<file path="src/rtl/cache_refill_ctrl.sv">
// rtl/cache_refill_ctrl.sv - miss handler: dirty-victim writeback, block fetch, cache fill
//
// Ports:
//   clk, rst_b                  clock, asynchronous active-low reset
//   cpu_access, cpu_addr        pending CPU load/store and its byte address
//   cache_hit, cache_dirty      hit and dirty status of the indexed line
//   cache_miss_addr/data_out    victim block address and contents
//   fill_sel/we/addr/data       cache write port takeover during WRITE
//   stall                       holds the CPU pipeline while a miss is serviced
//   mem_req/we/addr/wdata       memory request, held until mem_ack
//   mem_rdata, mem_ack          memory read data and one-cycle acknowledge
//   err                         sticky memory timeout flag
//   miss_cnt, wb_cnt            completed refills / writebacks (wrapping)
module cache_refill_ctrl #(
    parameter int XLEN      = 32,
    parameter int TIMEOUT   = 255,
    parameter int CNT_WIDTH = 32
) (
    input  logic                 clk,
    input  logic                 rst_b,
    input  logic                 cpu_access,
    input  logic [XLEN-1:0]      cpu_addr,
    input  logic                 cache_hit,
    input  logic                 cache_dirty,
    input  logic [XLEN-1:0]      cache_miss_addr,
    input  logic [XLEN-1:0]      cache_data_out,
    output logic                 fill_sel,
    output logic                 fill_we,
    output logic [XLEN-1:0]      fill_addr,
    output logic [XLEN-1:0]      fill_data,
    output logic                 stall,
    output logic                 mem_req,
    output logic                 mem_we,
    output logic [XLEN-1:0]      mem_addr,
    output logic [XLEN-1:0]      mem_wdata,
    input  logic [XLEN-1:0]      mem_rdata,
    input  logic                 mem_ack,
    output logic                 err,
    output logic [CNT_WIDTH-1:0] miss_cnt,
    output logic [CNT_WIDTH-1:0] wb_cnt
);

    typedef enum logic [2:0] {
        S_IDLE,
        S_WB,
        S_FILL,
        S_WRITE,
        S_RESUME
    } state_t;

    // Last wait count before the abort; the request has then been up TIMEOUT cycles.
    localparam logic [7:0] WAIT_LAST = 8'(TIMEOUT - 1);

    state_t                r_state;
    state_t                w_next_state;
    logic [XLEN-1:0]       r_req_addr;
    logic [XLEN-1:0]       r_victim_addr;
    logic [XLEN-1:0]       r_victim_data;
    logic [XLEN-1:0]       r_fill_data;
    logic [7:0]            r_wait;
    logic                  r_err;
    logic [CNT_WIDTH-1:0]  r_miss_cnt;
    logic [CNT_WIDTH-1:0]  r_wb_cnt;
    logic                  r_mem_req;
    logic                  r_mem_we;
    logic [XLEN-1:0]       r_mem_addr;
    logic [XLEN-1:0]       r_mem_wdata;

    logic                  w_miss;
    logic                  w_busy_mem;
    logic                  w_timeout;
    logic                  w_enter_mem;
    logic [XLEN-1:0]       w_cpu_blk;

    assign w_cpu_blk  = cpu_addr & ~(XLEN'(3));
    assign w_miss     = cpu_access && !cache_hit;
    assign w_busy_mem = (r_state == S_WB) || (r_state == S_FILL);
    assign w_timeout  = w_busy_mem && !mem_ack && (r_wait == WAIT_LAST);
    // A fresh request phase starts whenever the next state is WB/FILL and differs from now.
    assign w_enter_mem = ((w_next_state == S_WB) || (w_next_state == S_FILL))
                         && (w_next_state != r_state);

    always_ff @(posedge clk or negedge rst_b) begin
        if (!rst_b) begin
            r_state <= S_IDLE;
        end else begin
            r_state <= w_next_state;
        end
    end

    always_comb begin
        w_next_state = r_state;
        stall        = 1'b1;
        fill_sel     = 1'b0;
        fill_we      = 1'b0;
        fill_addr    = '0;
        case (r_state)
            S_IDLE: begin
                stall = w_miss;
                if (w_miss) begin
                    w_next_state = cache_dirty ? S_WB : S_FILL;
                end
            end
            S_WB: begin
                if (mem_ack) begin
                    w_next_state = S_FILL;
                end else if (w_timeout) begin
                    w_next_state = S_IDLE;
                end
            end
            S_FILL: begin
                if (mem_ack) begin
                    w_next_state = S_WRITE;
                end else if (w_timeout) begin
                    w_next_state = S_IDLE;
                end
            end
            S_WRITE: begin
                fill_sel     = 1'b1;
                fill_we      = 1'b1;
                fill_addr    = r_req_addr;
                w_next_state = S_RESUME;
            end
            S_RESUME: begin
                w_next_state = S_IDLE;
            end
            default: begin
                w_next_state = S_IDLE;
            end
        endcase
    end

    always_ff @(posedge clk or negedge rst_b) begin
        if (!rst_b) begin
            r_req_addr    <= '0;
            r_victim_addr <= '0;
            r_victim_data <= '0;
            r_fill_data   <= '0;
            r_wait        <= '0;
            r_err         <= 1'b0;
            r_miss_cnt    <= '0;
            r_wb_cnt      <= '0;
            r_mem_req     <= 1'b0;
            r_mem_we      <= 1'b0;
            r_mem_addr    <= '0;
            r_mem_wdata   <= '0;
        end else begin
            if (r_state == S_IDLE && w_miss) begin
                r_req_addr    <= w_cpu_blk;
                r_victim_addr <= cache_miss_addr;
                r_victim_data <= cache_data_out;
            end

            if (w_enter_mem) begin
                r_wait <= '0;
            end else if (w_busy_mem) begin
                r_wait <= r_wait + 8'd1;
            end

            // Memory-side outputs load on phase entry, hold while waiting, clear on exit.
            if (w_enter_mem && w_next_state == S_WB) begin
                r_mem_req   <= 1'b1;
                r_mem_we    <= 1'b1;
                r_mem_addr  <= cache_miss_addr;
                r_mem_wdata <= cache_data_out;
            end else if (w_enter_mem) begin
                r_mem_req   <= 1'b1;
                r_mem_we    <= 1'b0;
                r_mem_addr  <= (r_state == S_IDLE) ? w_cpu_blk : r_req_addr;
                r_mem_wdata <= '0;
            end else if (w_next_state != S_WB && w_next_state != S_FILL) begin
                r_mem_req   <= 1'b0;
                r_mem_we    <= 1'b0;
                r_mem_addr  <= '0;
                r_mem_wdata <= '0;
            end

            if (r_state == S_WB && mem_ack) begin
                r_wb_cnt <= r_wb_cnt + 1'b1;
            end
            if (r_state == S_FILL && mem_ack) begin
                r_fill_data <= mem_rdata;
            end
            if (r_state == S_WRITE) begin
                r_miss_cnt <= r_miss_cnt + 1'b1;
            end
            if (w_timeout) begin
                r_err <= 1'b1;
            end
        end
    end

    assign fill_data = r_fill_data;
    assign mem_req   = r_mem_req;
    assign mem_we    = r_mem_we;
    assign mem_addr  = r_mem_addr;
    assign mem_wdata = r_mem_wdata;
    assign err       = r_err;
    assign miss_cnt  = r_miss_cnt;
    assign wb_cnt    = r_wb_cnt;

endmodule

</file>
<file path="config.mk">
export PLATFORM = sky130hd
export DESIGN_NAME = cache_refill_ctrl
export DESIGN_NICKNAME = d
export VERILOG_FILES = /design/src/rtl/cache_refill_ctrl.sv
export SDC_FILE = /design/constraint.sdc
export NUM_CORES = 1
export LEC_CHECK = 0
export ABC_AREA = 1
export BUFFER_PORTS_ARGS = -buffer_cell sky130_fd_sc_hd__buf_2
export CAP_MARGIN = 20
export CORE_MARGIN = 10
export CORE_UTILIZATION = 44
export DETAILED_ROUTE_END_ITERATION = 10
export GPL_TIMING_DRIVEN = 0
export PLACE_DENSITY = 0.72
export RECOVER_POWER = 100
export REMOVE_ABC_BUFFERS = 1
export SLEW_MARGIN = 5
export SYNTH_ARGS = -nofsm -noshare
export SYNTH_HDL_FRONTEND = slang
export SYNTH_SLANG_ARGS = --single-unit
</file>
<file path="constraint.sdc">
create_clock -name clk -period 3.7 [get_ports clk]
set_input_delay 0.37 -clock clk [delete_from_list [all_inputs] [get_ports clk]]
set_output_delay 0.37 -clock clk [all_outputs]
set_load 0.05 [all_outputs]
</file>
==> out/results.ini, run 1 <==
[yosys]
synth_top_area_frac=0.5277
synthArstFlopShare=1.000
ys_warn_count=0
synth.most_common_cell=nand2_1
syn_avg_cell_area_sq_um=8.653
synth.area.top_cells=dfrtp_1, nand2_1, nand4_1
ys_types=33
synth_largest_area_cell=dfrtp_1
synth_edf_count=0
syn_inst=1118
seq_area_frac_synth=0.5277
ys_seq_elements=204
synth.top_cells.by_count=nand2_1, dfrtp_1, nor2_1
synth.cell_area_sq_mm=0.009674
synth_flop_cell=dfrtp_1

[power_and_ir_drop]
report.power.total_mw=10.29
p_per_area_mw_per_mm2=851.5
power_leakage_nw=6.231
peakVddDrop_mv=0.5692

[timing]
fin_crit_ps=3289
period_share=0.8888
timing.fmax_ghz=0.3041
hold_violations=0
relSlewSlack=-0.6542
rsz0062_at_grt=false
setup_viol=0
skew_ps=9.435
tightest_slew_ps=2481
slew_viol_final=100
hold_slack_ps=54.67

[placed_design]
dp_cells=1681
io_buffer_count=327
place_congestion=0.8418
post_dp_cell_area_sq_mm=0.01163
dpl.hpwl_mm=21.01

[hold_path]
hold_depth=3
hp-class=primary input to flop
worstHoldEndpoint=fill_data[7]$_DFFE_PN0P_
hp-start=mem_rdata[7]

[global_routing]
antenna_found_initial=8
grt_first_pass_wirelength_mm=47.36
grt_pass1_vias=8875
grt_max_degree=106
grtUsageTotal=0.2012
grt.overflow.total=0

[finish]
drive_gt1_frac=0.1520
syn_to_final_growth_pct=24.94
design_area_sq_mm=0.01209
post-route-util=0.5556
final_nets=1567
finalNonFillerCells=1734

[worst_setup_path]
critical_path.startpoint_type=flop
slowest_delay_ps=620
required_ps=4100
r2r_cells=11
cp_num_buf_inv=3
criticalPathCategory=flop to flop
r2r-end=mem_req$_DFFE_PN0P_
worstSetupEndpointType=flop
cpMostUsedCell=nand2_1
rrSetupSlack_ps=410
critPathTopFamily=simple AND/OR/NAND/NOR gates
cp.arrival_ps=3690
path_max_fanout=42
worstPathCellList=nor2_1 -> nand2_1 -> inv_1 -> nand3_1 -> nand2_1 -> nor2_1 -> nor2_4 -> buf_6 -> nand3_1 -> nand2_1 -> inv_1
cp_slowest_cell=nand2_1
r2r-start=r_state[2]$_DFF_PN0_

[cts]
cts_tree=built
cts_buffers=24
worstSkewPairLatency_ps=510
root_buffer=clkbuf_16
clk_transition_reported_paths_ps=60
htree_levels=1
clockBufferDepth=3
cts_setup_buffers=0
clock-sinks=204

[die]
num_rows=54
start_util=0.4447
die_w_microns=168.3
io-pin-count=332
dieArea_sq_mm=0.02832
core-area_sq_mm=0.02176
die_y_microns=168.3

[routing]
antenna_left=0
drtIter0Drc=647
drt-wirelength-per-cell_microns=17.12
m1WireLength_mm=12.01
vias=8693
wl_met2_mm=14.62
vias_per_cell=5.013
highest_layer=met5
dr.pass1.iters=5
wl_mm=29.69
dr_wl_met3_mm=2.155
remaining_drc_errors=0

[flow_run]
maxCapViolations=1

[status]
outcome=finished with violations
violations=capacitance limit, slew limit

[where the power goes]
group	leakage, nW	internal (mW)	total (mW)	switching (mW)
sequential	2.67	2.80	3.15	0.353
clock	0.392	1.40	2.33	0.923
combinational	3.17	1.08	4.81	3.73
[state kept, by name, summed over array words and instances (netlist names)]
name and cells:
fill_data 32, r_wait 8, err 1, r_req_addr 30, mem_addr 32, mem_req 1, mem_wdata 32, wb_cnt 32
miss_cnt 32, r_state 3, mem_we 1
[stage by stage]
stage	TNS (ps)	setup slack, ps
6_report	0	411.3
5_1_grt	0	76.66
4_1_cts	0	497.7
3_5_place_dp	0	494.9
3_3_place_gp	-465480	-3236
2_1_floorplan	-71820	-1180
[tightest hold or removal path: stages]
cell,delay [ps]
buf_2,70
nand2_1,40
nand2_1,40
[layer usage]
metal  up-vias  GRT usage
li1       4231          -
met1      4129     0.2399
met2       274     0.3374
met3        55    0.05914
met4         4    0.07343
met5         -          0
[cell families after synthesis]
logic type / share of synthesized area
other cells: 0.0003876
fa+ha+maj: 0.005174
buf+inv: 0.06505
simple gates: 0.2647
flops: 0.5277
mux: 0.03492
compound gates: 0.04048
xor+xnor: 0.06156
[what timing repair did]
action                                 4_1_cts  5_1_grt
hold buffers                                 1        0
endpoints found under the hold margin       99        0
gates resized for setup                      0        0
[worst max path at each step]
stage                         startpoint                   endpoint  slack (ps)  cells past startpoint
global route        r_state[2]$_DFF_PN0_        mem_req$_DFFE_PN0P_          80                     11
CTS                 r_state[2]$_DFF_PN0_  mem_wdata[31]$_DFFE_PN0P_         500                      8
detailed placement  r_state[2]$_DFF_PN0_  mem_wdata[31]$_DFFE_PN0P_         490                      8
finish              r_state[2]$_DFF_PN0_        mem_req$_DFFE_PN0P_         410                     11
floorplan           r_state[1]$_DFF_PN0_      r_wait[0]$_DFFE_PN0P_       -1180                      7
global placement    r_state[1]$_DFF_PN0_      r_wait[1]$_DFFE_PN0P_       -3240                      7
[placed cells by master (no fill, tap or decap), drive strengths merged, types with 2 or more instances in the layout]
master	instances
ha	4
xnor2	24
inv	93
clkinv	7
nand3	30
nor2	113
clkbuf	234
dfrtp	204
nor3	18
nand2	340
xor2	44
a21oi	38
mux2	30
conb	2
nand4	85
buf	138
diode	7
o21ai	36
[area by class of cell]
cell class,count,area [sq um]
repair buffers,338,1570
well taps,280,350.3
multi-input cells,768,3905
inverters,93,349.1
diodes,7,17.52
fillers,2103,9669
clock inverters,9,76.32
clock buffers,35,713.2
flip-flops and latches,204,5105
No activity file was read; power rests on OpenSTA's default activity.
==> run 2, diff against run 1 <==
==> constraint.sdc (replaced) <==
create_clock -name clk -period 3.7 [get_ports clk]
set_input_delay 0 -clock clk [delete_from_list [all_inputs] [get_ports clk]]
set_output_delay 0 -clock clk [all_outputs]
set_load 0.05 [all_outputs]
==> run 2 against run 1 <==
The run still ends with capacitance limit, slew limit left. Hold slack improved by 110 ps. First-iteration DRC count increased by 31%. Clock skew shrank 2.1 ps. Sequential power about the same. Global-route usage grew 2.6 points. Clock power about the same. Final area grew 13%. Register-to-register slack got worse by 70 ps. Critical path type unchanged. Critical endpoint unchanged. Largest cell class unchanged. Highest routed layer is now met4.
==> out/results.ini, run 2 (same netlist as run 1, synthesis figures left out) <==
[status]
outcome=finished with violations  ; unchanged
violations=capacitance limit, slew limit  ; unchanged

[placed_design]
io_buffer_count=327  ; unchanged
post_dp_cell_area_sq_mm=0.01163  ; unchanged
dpl.hpwl_mm=21.01  ; unchanged
place_congestion=0.8418  ; unchanged

[timing]
setup_viol=0  ; unchanged
hold_violations=0  ; unchanged
relSlewSlack=-0.6623  ; was -0.6542
fin_crit_ps=3354  ; was 3289 ps
period_share=0.9064  ; was 0.8888
timing.fmax_ghz=0.2982  ; was 0.3041 GHz
tightest_slew_ps=2494  ; was 2481 ps
slew_viol_final=100  ; unchanged
skew_ps=7.376  ; was 9.435 ps
rsz0062_at_grt=false  ; unchanged
hold_slack_ps=160.6  ; was 54.67 ps

[die]
core-area_sq_mm=0.02176  ; unchanged
start_util=0.4447  ; unchanged
die_w_microns=168.3  ; unchanged
num_rows=54  ; unchanged
die_y_microns=168.3  ; unchanged
io-pin-count=332  ; unchanged
dieArea_sq_mm=0.02832  ; unchanged

[flow_run]
maxCapViolations=1  ; unchanged

[power_and_ir_drop]
report.power.total_mw=10.88  ; was 10.29 mW
p_per_area_mw_per_mm2=795.0  ; was 851.5 mW/mm^2
p_switching_mw=5.244  ; was 5.005 mW
sw_frac_of_total=0.4818  ; was 0.4863
peakVddDrop_mv=0.5920  ; was 0.5692 mV
power_leakage_nw=6.841  ; was 6.231 nW
p_int_mw=5.639  ; was 5.287 mW
p_seq_frac=0.292  ; was 0.307
pwr-share-clk=0.214  ; was 0.226
comb_power_share=0.494  ; was 0.467

[cts]
postCtsResizedCells=0  ; unchanged
clock-sinks=204  ; unchanged
root_buffer=clkbuf_16  ; unchanged
clk_transition_reported_paths_ps=60  ; about the same
clockBufferDepth=3  ; unchanged
cts_tree=built  ; unchanged
cts_buffers=24  ; unchanged
htree_levels=1  ; unchanged
worstSkewPairLatency_ps=510  ; about the same

[global_routing]
antenna_found_initial=3  ; was 8
grt_max_degree=106  ; unchanged
grt_pass1_vias=10340  ; was 8875
grt.overflow.total=0  ; unchanged
grt_first_pass_wirelength_mm=53.66  ; was 47.36 mm
grtUsageTotal=0.2271  ; was 0.2012

[routing]
dr.pass1.iters=7  ; was 5
antenna_left=0  ; unchanged
wl_mm=33.65  ; was 29.69 mm
vias_per_cell=5.134  ; was 5.013
vias=9704  ; was 8693
remaining_drc_errors=0  ; unchanged
drtIter0Drc=845  ; was 647
drt-wirelength-per-cell_microns=17.80  ; was 17.12 microns

[worst_setup_path]
cp_num_buf_inv=4  ; was 3
r2r_cells=12  ; was 11
path_max_fanout=42  ; unchanged
r2r-start=r_state[2]$_DFF_PN0_  ; unchanged
critical_path.startpoint_type=flop  ; unchanged
rrSetupSlack_ps=350  ; was 410 ps
worstSetupEndpointType=flop  ; unchanged
r2r-end=mem_req$_DFFE_PN0P_  ; unchanged
worstPathCellList=nor2_1 -> nand2_2 -> inv_2 -> nand3_1 -> dlygate4sd3_1 -> nand2_1 -> nor2_1 -> nor2_4 -> buf_12 -> nand3_1 -> nand2_1 -> inv_1  ; was nor2_1 -> nand2_1 -> inv_1 -> nand3_1 -> nand2_1 -> nor2_1 -> nor2_4 -> buf_6 -> nand3_1 -> nand2_1 -> inv_1
slowest_delay_ps=570  ; was 620 ps
cp_slowest_cell=dlygate4sd3_1  ; was nand2_1
cp.arrival_ps=3750  ; was 3690 ps
required_ps=4100  ; about the same
criticalPathCategory=flop to flop  ; unchanged
critPathTopFamily=simple AND/OR/NAND/NOR gates  ; unchanged

[hold_path]
hold_depth=7  ; was 3
hp-class=primary input to flop  ; unchanged
hp-start=cpu_access  ; was mem_rdata[7]
worstHoldEndpoint=r_state[0]$_DFF_PN0_  ; was fill_data[7]$_DFFE_PN0P_

[finish]
syn_to_final_growth_pct=41.50  ; was 24.94%
drive_gt1_frac=0.1381  ; was 0.1520
final_nets=1727  ; was 1567
final_common_cell=nand2_1  ; unchanged
final_cell_mix=nand2_1, dfrtp_1, clkbuf_1  ; unchanged
design_area_sq_mm=0.01369  ; was 0.01209 sq mm

run 2: repair_timing:
action,4_1_cts,5_1_grt
buffers inserted,0,0
endpoints found under the hold margin,233,0
hold buffers,161,0
run 2: tightest hold or removal path: cells and delay by family:
kind                   cells  cell delay (ps)
AND/OR/NAND/NOR            4              430
buffers and inverters      3              200
run 2: power by group through the flow:
stage / Clock [mW] / Sequential [mW] / Combinational (mW)
floorplan: 0 / 4.35 / 2.21
global placement: 0 / 3.14 / 4.65
detailed placement: 0 / 3.16 / 5.02
CTS: 2.40 / 3.14 / 5.42
global route: 2.47 / 3.24 / 5.78
finish: 2.33 / 3.18 / 5.38
run 2: final cells by class:
class                   instances  area, sq um
fillers                      1822         8066
clock inverters                 9        76.32
repair buffers                498         3181
inverters                      93        349.1
multi-input cells             768         3908
flip-flops and latches        204         5105
diodes                          3        7.507
clock buffers                  35        713.2
well taps                     280        350.3
run 2: worst max path at each step:
stage,depth (start not counted),from,endpoint,slack [ps]
2_1_floorplan,7,r_state[1]$_DFF_PN0_,r_wait[0]$_DFFE_PN0P_,-1180
3_3_place_gp,7,r_state[1]$_DFF_PN0_,r_wait[1]$_DFFE_PN0P_,-3240
3_5_place_dp,8,r_state[2]$_DFF_PN0_,mem_wdata[31]$_DFFE_PN0P_,490
4_1_cts,12,r_state[2]$_DFF_PN0_,mem_req$_DFFE_PN0P_,440
5_1_grt,12,r_state[2]$_DFF_PN0_,mem_req$_DFFE_PN0P_,70
6_report,12,r_state[2]$_DFF_PN0_,mem_req$_DFFE_PN0P_,350
run 2: routing by layer:
| metal | track usage | share of wire | vias up | wire length (microns) |
|---|---|---|---|---|
| li1 | - | - | 4550 | - |
| met1 | 0.2567 | 0.38 | 4593 | 12780 |
| met2 | 0.3845 | 0.49 | 435 | 16610 |
| met3 | 0.05751 | 0.074 | 126 | 2477 |
| met4 | 0.1260 | 0.053 | 0 | 1773 |
| met5 | 0 | 0 | - | 0 |
run 2: through the flow:
step           utilization  instances  worst slack [ps]  TNS [ps]
2_1_floorplan            -       1065             -1180    -71820
3_3_place_gp        0.5233       1672             -3236   -390000
3_5_place_dp        0.5347       1681             494.9         0
4_1_cts             0.6451       1886             443.5         0
5_1_grt             0.6292       1890             74.36         0
6_report            0.6292       1890             346.2         0
==> run 3, diff against run 2 <==
--- a/config.mk
+++ b/config.mk
@@ -5,7 +5,7 @@
 export SDC_FILE = /design/constraint.sdc
 export NUM_CORES = 1
 export LEC_CHECK = 0
-export ABC_AREA = 1
+export ABC_AREA = 0
 export BUFFER_PORTS_ARGS = -buffer_cell sky130_fd_sc_hd__buf_2
 export CAP_MARGIN = 20
 export CORE_MARGIN = 10
==> run 3 against run 2 <==
The run still ends with capacitance limit, slew limit left. Power down 5.8%. Fmax down 2.5%. Cell count down 18%. Utilization up 1.1 points. Count of clock-buffer cells in the layout down 2. Die area down 6.2%. Hold slack worse by 82 ps. Non-clock buffer count down 17. Synthesized area down 7.0%. Clock power down 6%. Sequential share of layout area up 2.3 points. Flip-flop and latch count unchanged. Largest cell class unchanged.
==> out/results.ini, run 3 <==
[flow_run]
maxCapViolations=3  ; was 1

[worst_setup_path]
r2r-start=r_state[2]$_DFF_PN0_  ; unchanged
crit_end=mem_addr[10]$_DFFE_PN0P_  ; was mem_req$_DFFE_PN0P_
worstSetupEndpointType=flop  ; unchanged
r2r_cells=9  ; was 12
crit_cells=9  ; was 12
r2r-end=mem_addr[10]$_DFFE_PN0P_  ; was mem_req$_DFFE_PN0P_
criticalPathCategory=flop to flop  ; unchanged
cp_slowest_cell=dlygate4sd3_1  ; unchanged
path_max_fanout=23  ; was 42
critPathTopFamily=buffers and inverters  ; was simple AND/OR/NAND/NOR gates
rrSetupSlack_ps=260  ; was 350 ps
cp.arrival_ps=3880  ; was 3750 ps
cp_num_buf_inv=4  ; unchanged
critical_path.startpoint_type=flop  ; unchanged
worstPathCellList=nand4bb_1 -> nor3_4 -> buf_4 -> nor2_2 -> buf_16 -> and2_1 -> buf_8 -> o21ai_0 -> dlygate4sd3_1  ; was nor2_1 -> nand2_2 -> inv_2 -> nand3_1 -> dlygate4sd3_1 -> nand2_1 -> nor2_1 -> nor2_4 -> buf_12 -> nand3_1 -> nand2_1 -> inv_1
required_ps=4140  ; was 4100 ps
startpoint=r_state[2]$_DFF_PN0_  ; unchanged
slowest_delay_ps=600  ; was 570 ps

[yosys]
syn_inst=797  ; was 1118
synth_top_area_frac=0.5677  ; was 0.5277
synth.top_cells.by_count=dfrtp_1, nand2_1, mux2_2  ; was nand2_1, dfrtp_1, nor2_1
synth_edf_count=0  ; unchanged
ys_warn_count=0  ; unchanged
ys_seq_elements=204  ; unchanged
seq_area_frac_synth=0.5677  ; was 0.5277
syn_avg_cell_area_sq_um=11.28  ; was 8.653 sq um
ys_types=46  ; was 33
synth.most_common_cell=dfrtp_1  ; was nand2_1
synth_flop_cell=dfrtp_1  ; unchanged
synth_largest_area_cell=dfrtp_1  ; unchanged
synth.area.top_cells=dfrtp_1, mux2_2, xnor2_1  ; was dfrtp_1, nand2_1, nand4_1
synthArstFlopShare=1.000  ; unchanged
synth.cell_area_sq_mm=0.008992  ; was 0.009674 sq mm

[timing]
hold_slack_ps=78.27  ; was 160.6 ps
hold_violations=0  ; unchanged
setup_viol=0  ; unchanged
timing.fmax_ghz=0.2907  ; was 0.2982 GHz
skew_ps=8.886  ; was 7.376 ps
slew_viol_final=157  ; was 100
fin_crit_ps=3440  ; was 3354 ps
relSlewSlack=-0.5049  ; was -0.6623
rsz0062_at_grt=false  ; unchanged
tightest_slew_ps=2256  ; was 2494 ps
period_share=0.9297  ; was 0.9064

[cts]
htree_levels=1  ; unchanged
clockBufferDepth=3  ; unchanged
clk_transition_reported_paths_ps=60  ; about the same
cts_buffers=23  ; was 24
cts_tree=built  ; unchanged
cts_setup_buffers=0  ; unchanged
clock-sinks=204  ; unchanged
worstSkewPairLatency_ps=500  ; was 510 ps
root_buffer=clkbuf_16  ; unchanged

[die]
io-pin-count=332  ; unchanged
start_util=0.4458  ; was 0.4447
num_rows=52  ; was 54
core-area_sq_mm=0.02017  ; was 0.02176 sq mm
die_w_microns=163.0  ; was 168.3 microns
dieArea_sq_mm=0.02656  ; was 0.02832 sq mm
die_y_microns=163.0  ; was 168.3 microns

[power_and_ir_drop]
sw_frac_of_total=0.4536  ; was 0.4818
power_leakage_nw=5.851  ; was 6.841 nW
p_seq_frac=0.318  ; was 0.292
p_switching_mw=4.651  ; was 5.244 mW
peakVddDrop_mv=0.7984  ; was 0.5920 mV
comb_power_share=0.467  ; was 0.494
p_int_mw=5.603  ; was 5.639 mW
p_per_area_mw_per_mm2=794.3  ; was 795.0 mW/mm^2
report.power.total_mw=10.25  ; was 10.88 mW
pwr-share-clk=0.215  ; was 0.214

[routing]
vias_per_cell=5.268  ; was 5.134
drt-wirelength-per-cell_microns=20.13  ; was 17.80 microns
wl_mm=31.13  ; was 33.65 mm
dr.pass1.iters=4  ; was 7
antenna_left=0  ; unchanged
vias=8150  ; was 9704
remaining_drc_errors=0  ; unchanged
drtIter0Drc=504  ; was 845

[finish]
num-fill-cells=1629  ; was 1822
drive_gt1_frac=0.1969  ; was 0.1381
final_cell_mix=dfrtp_1, clkbuf_1, dlygate4sd3_1  ; was nand2_1, dfrtp_1, clkbuf_1
final_common_cell=dfrtp_1  ; was nand2_1
final_nets=1394  ; was 1727
syn_to_final_growth_pct=43.56  ; was 41.50%

[global_routing]
grtUsageTotal=0.2268  ; was 0.2271
grt_max_degree=114  ; was 106
grt_pass1_vias=8734  ; was 10340
grt.overflow.total=0  ; unchanged
antenna_found_initial=7  ; was 3
grt_first_pass_wirelength_mm=48.88  ; was 53.66 mm

[status]
violations=capacitance limit, slew limit  ; unchanged
outcome=finished with violations  ; unchanged

[placed_design]
io_buffer_count=327  ; unchanged
dpl.hpwl_mm=20.08  ; was 21.01 mm
place_congestion=0.7843  ; was 0.8418

[hold_path]
hp-class=primary input to flop  ; unchanged

[run 3: changes by cell type after synthesis, sizes merged, moves of 34 or more]
cell | previous run | this run
a22o | 0 | 34
and2 | 0 | 35
inv | 93 | 4
mux2 | 30 | 64
nand2 | 340 | 122
nand4 | 85 | 15
nor2 | 113 | 24
[run 3: worst min path at each step]
stage / start / to / cells after the start
floorplan: rst_b / err$_DFFE_PN0P_ / 0
detailed placement: rst_b / miss_cnt[12]$_DFFE_PN0P_ / 1
global route: cache_dirty / r_state[1]$_DFF_PN0_ / 3
finish: cache_dirty / r_state[1]$_DFF_PN0_ / 3
CTS: cache_dirty / r_state[1]$_DFF_PN0_ / 3
global placement: cache_miss_addr[3] / mem_addr[3]$_DFFE_PN0P_ / 3
[run 3: logic make-up (layout without fill, tap and decap cells)]
| kind of cell | after synthesis | after routing | share of synthesized area |
|---|---|---|---|
| XOR/XNOR | 71 | 71 | 0.06915 |
| other | 1 | 9 | 0.0004170 |
| AND/OR/NAND/NOR | 263 | 263 | 0.1462 |
| multiplexers | 75 | 75 | 0.09239 |
| buffers and inverters | 52 | 524 | 0.02560 |
| flip-flops | 204 | 204 | 0.5677 |
| AO/OA/AOI/OAI | 127 | 127 | 0.09295 |
| adder cells (fa/ha/maj) | 4 | 4 | 0.005566 |
[run 3: what timing repair did]
| action | CTS | global route |
|---|---|---|
| hold buffers | 138 | 0 |
| resized for setup | 0 | 2 |
| endpoints found under the setup margin | 0 | 10 |
| endpoints found under the hold margin | 219 | 0 |
[run 3: power groups by stage]
| stage | registers [mW] | logic [mW] | clock network [mW] |
|---|---|---|---|
| 2_1_floorplan | 4.37 | 1.92 | 0 |
| 3_3_place_gp | 3.19 | 4.27 | 0 |
| 3_5_place_dp | 3.23 | 4.57 | 0 |
| 4_1_cts | 3.21 | 4.80 | 2.24 |
| 5_1_grt | 3.33 | 5.07 | 2.34 |
| 6_report | 3.26 | 4.79 | 2.20 |
[run 3: stage by stage]
step | std cells | TNS [ps] | area (sq um) | setup WS (ps) | util
6_report | 1547 | 0 | 12910 | 260.2 | 0.6401
5_1_grt | 1547 | 0 | 12910 | 116.1 | 0.6401
4_1_cts | 1540 | 0 | 13150 | 187.0 | 0.6518
3_5_place_dp | 1363 | 0 | 11040 | 331.8 | 0.5476
3_3_place_gp | 1347 | -864450 | 10760 | -9418 | 0.5333
2_1_floorplan | 750 | -230530 | 8781 | -3473 | -
[run 3: metal layers]
| layer | routed length [microns] | up-vias | share of wire | global-route usage |
|---|---|---|---|---|
| met3 | 2903 | 106 | 0.093 | 0.07685 |
| met2 | 15070 | 397 | 0.48 | 0.3732 |
| met1 | 11650 | 3957 | 0.37 | 0.2591 |
| li1 | - | 3690 | - | - |
| met5 | 0 | - | 0 | 0 |
| met4 | 1509 | 0 | 0.048 | 0.1127 |
[run 3: layout make-up]
cell class | instances | area (sq um) | share of cell area
Inverter | 4 | 15.01 | 0.001163
Multi-Input combinational cell | 542 | 3686 | 0.2855
Tap cell | 270 | 337.8 | 0.02617
Sequential cell | 204 | 5105 | 0.3954
Timing Repair Buffer | 481 | 3028 | 0.2345
Clock buffer | 33 | 663.1 | 0.05137
Clock inverter | 6 | 57.56 | 0.004458
Antenna cell | 7 | 17.52 | 0.001357
[run 3: worst min-delay path, stage by stage]
cell and delay (ps):
buf_2 100, nor3_2 70, or3_1 360
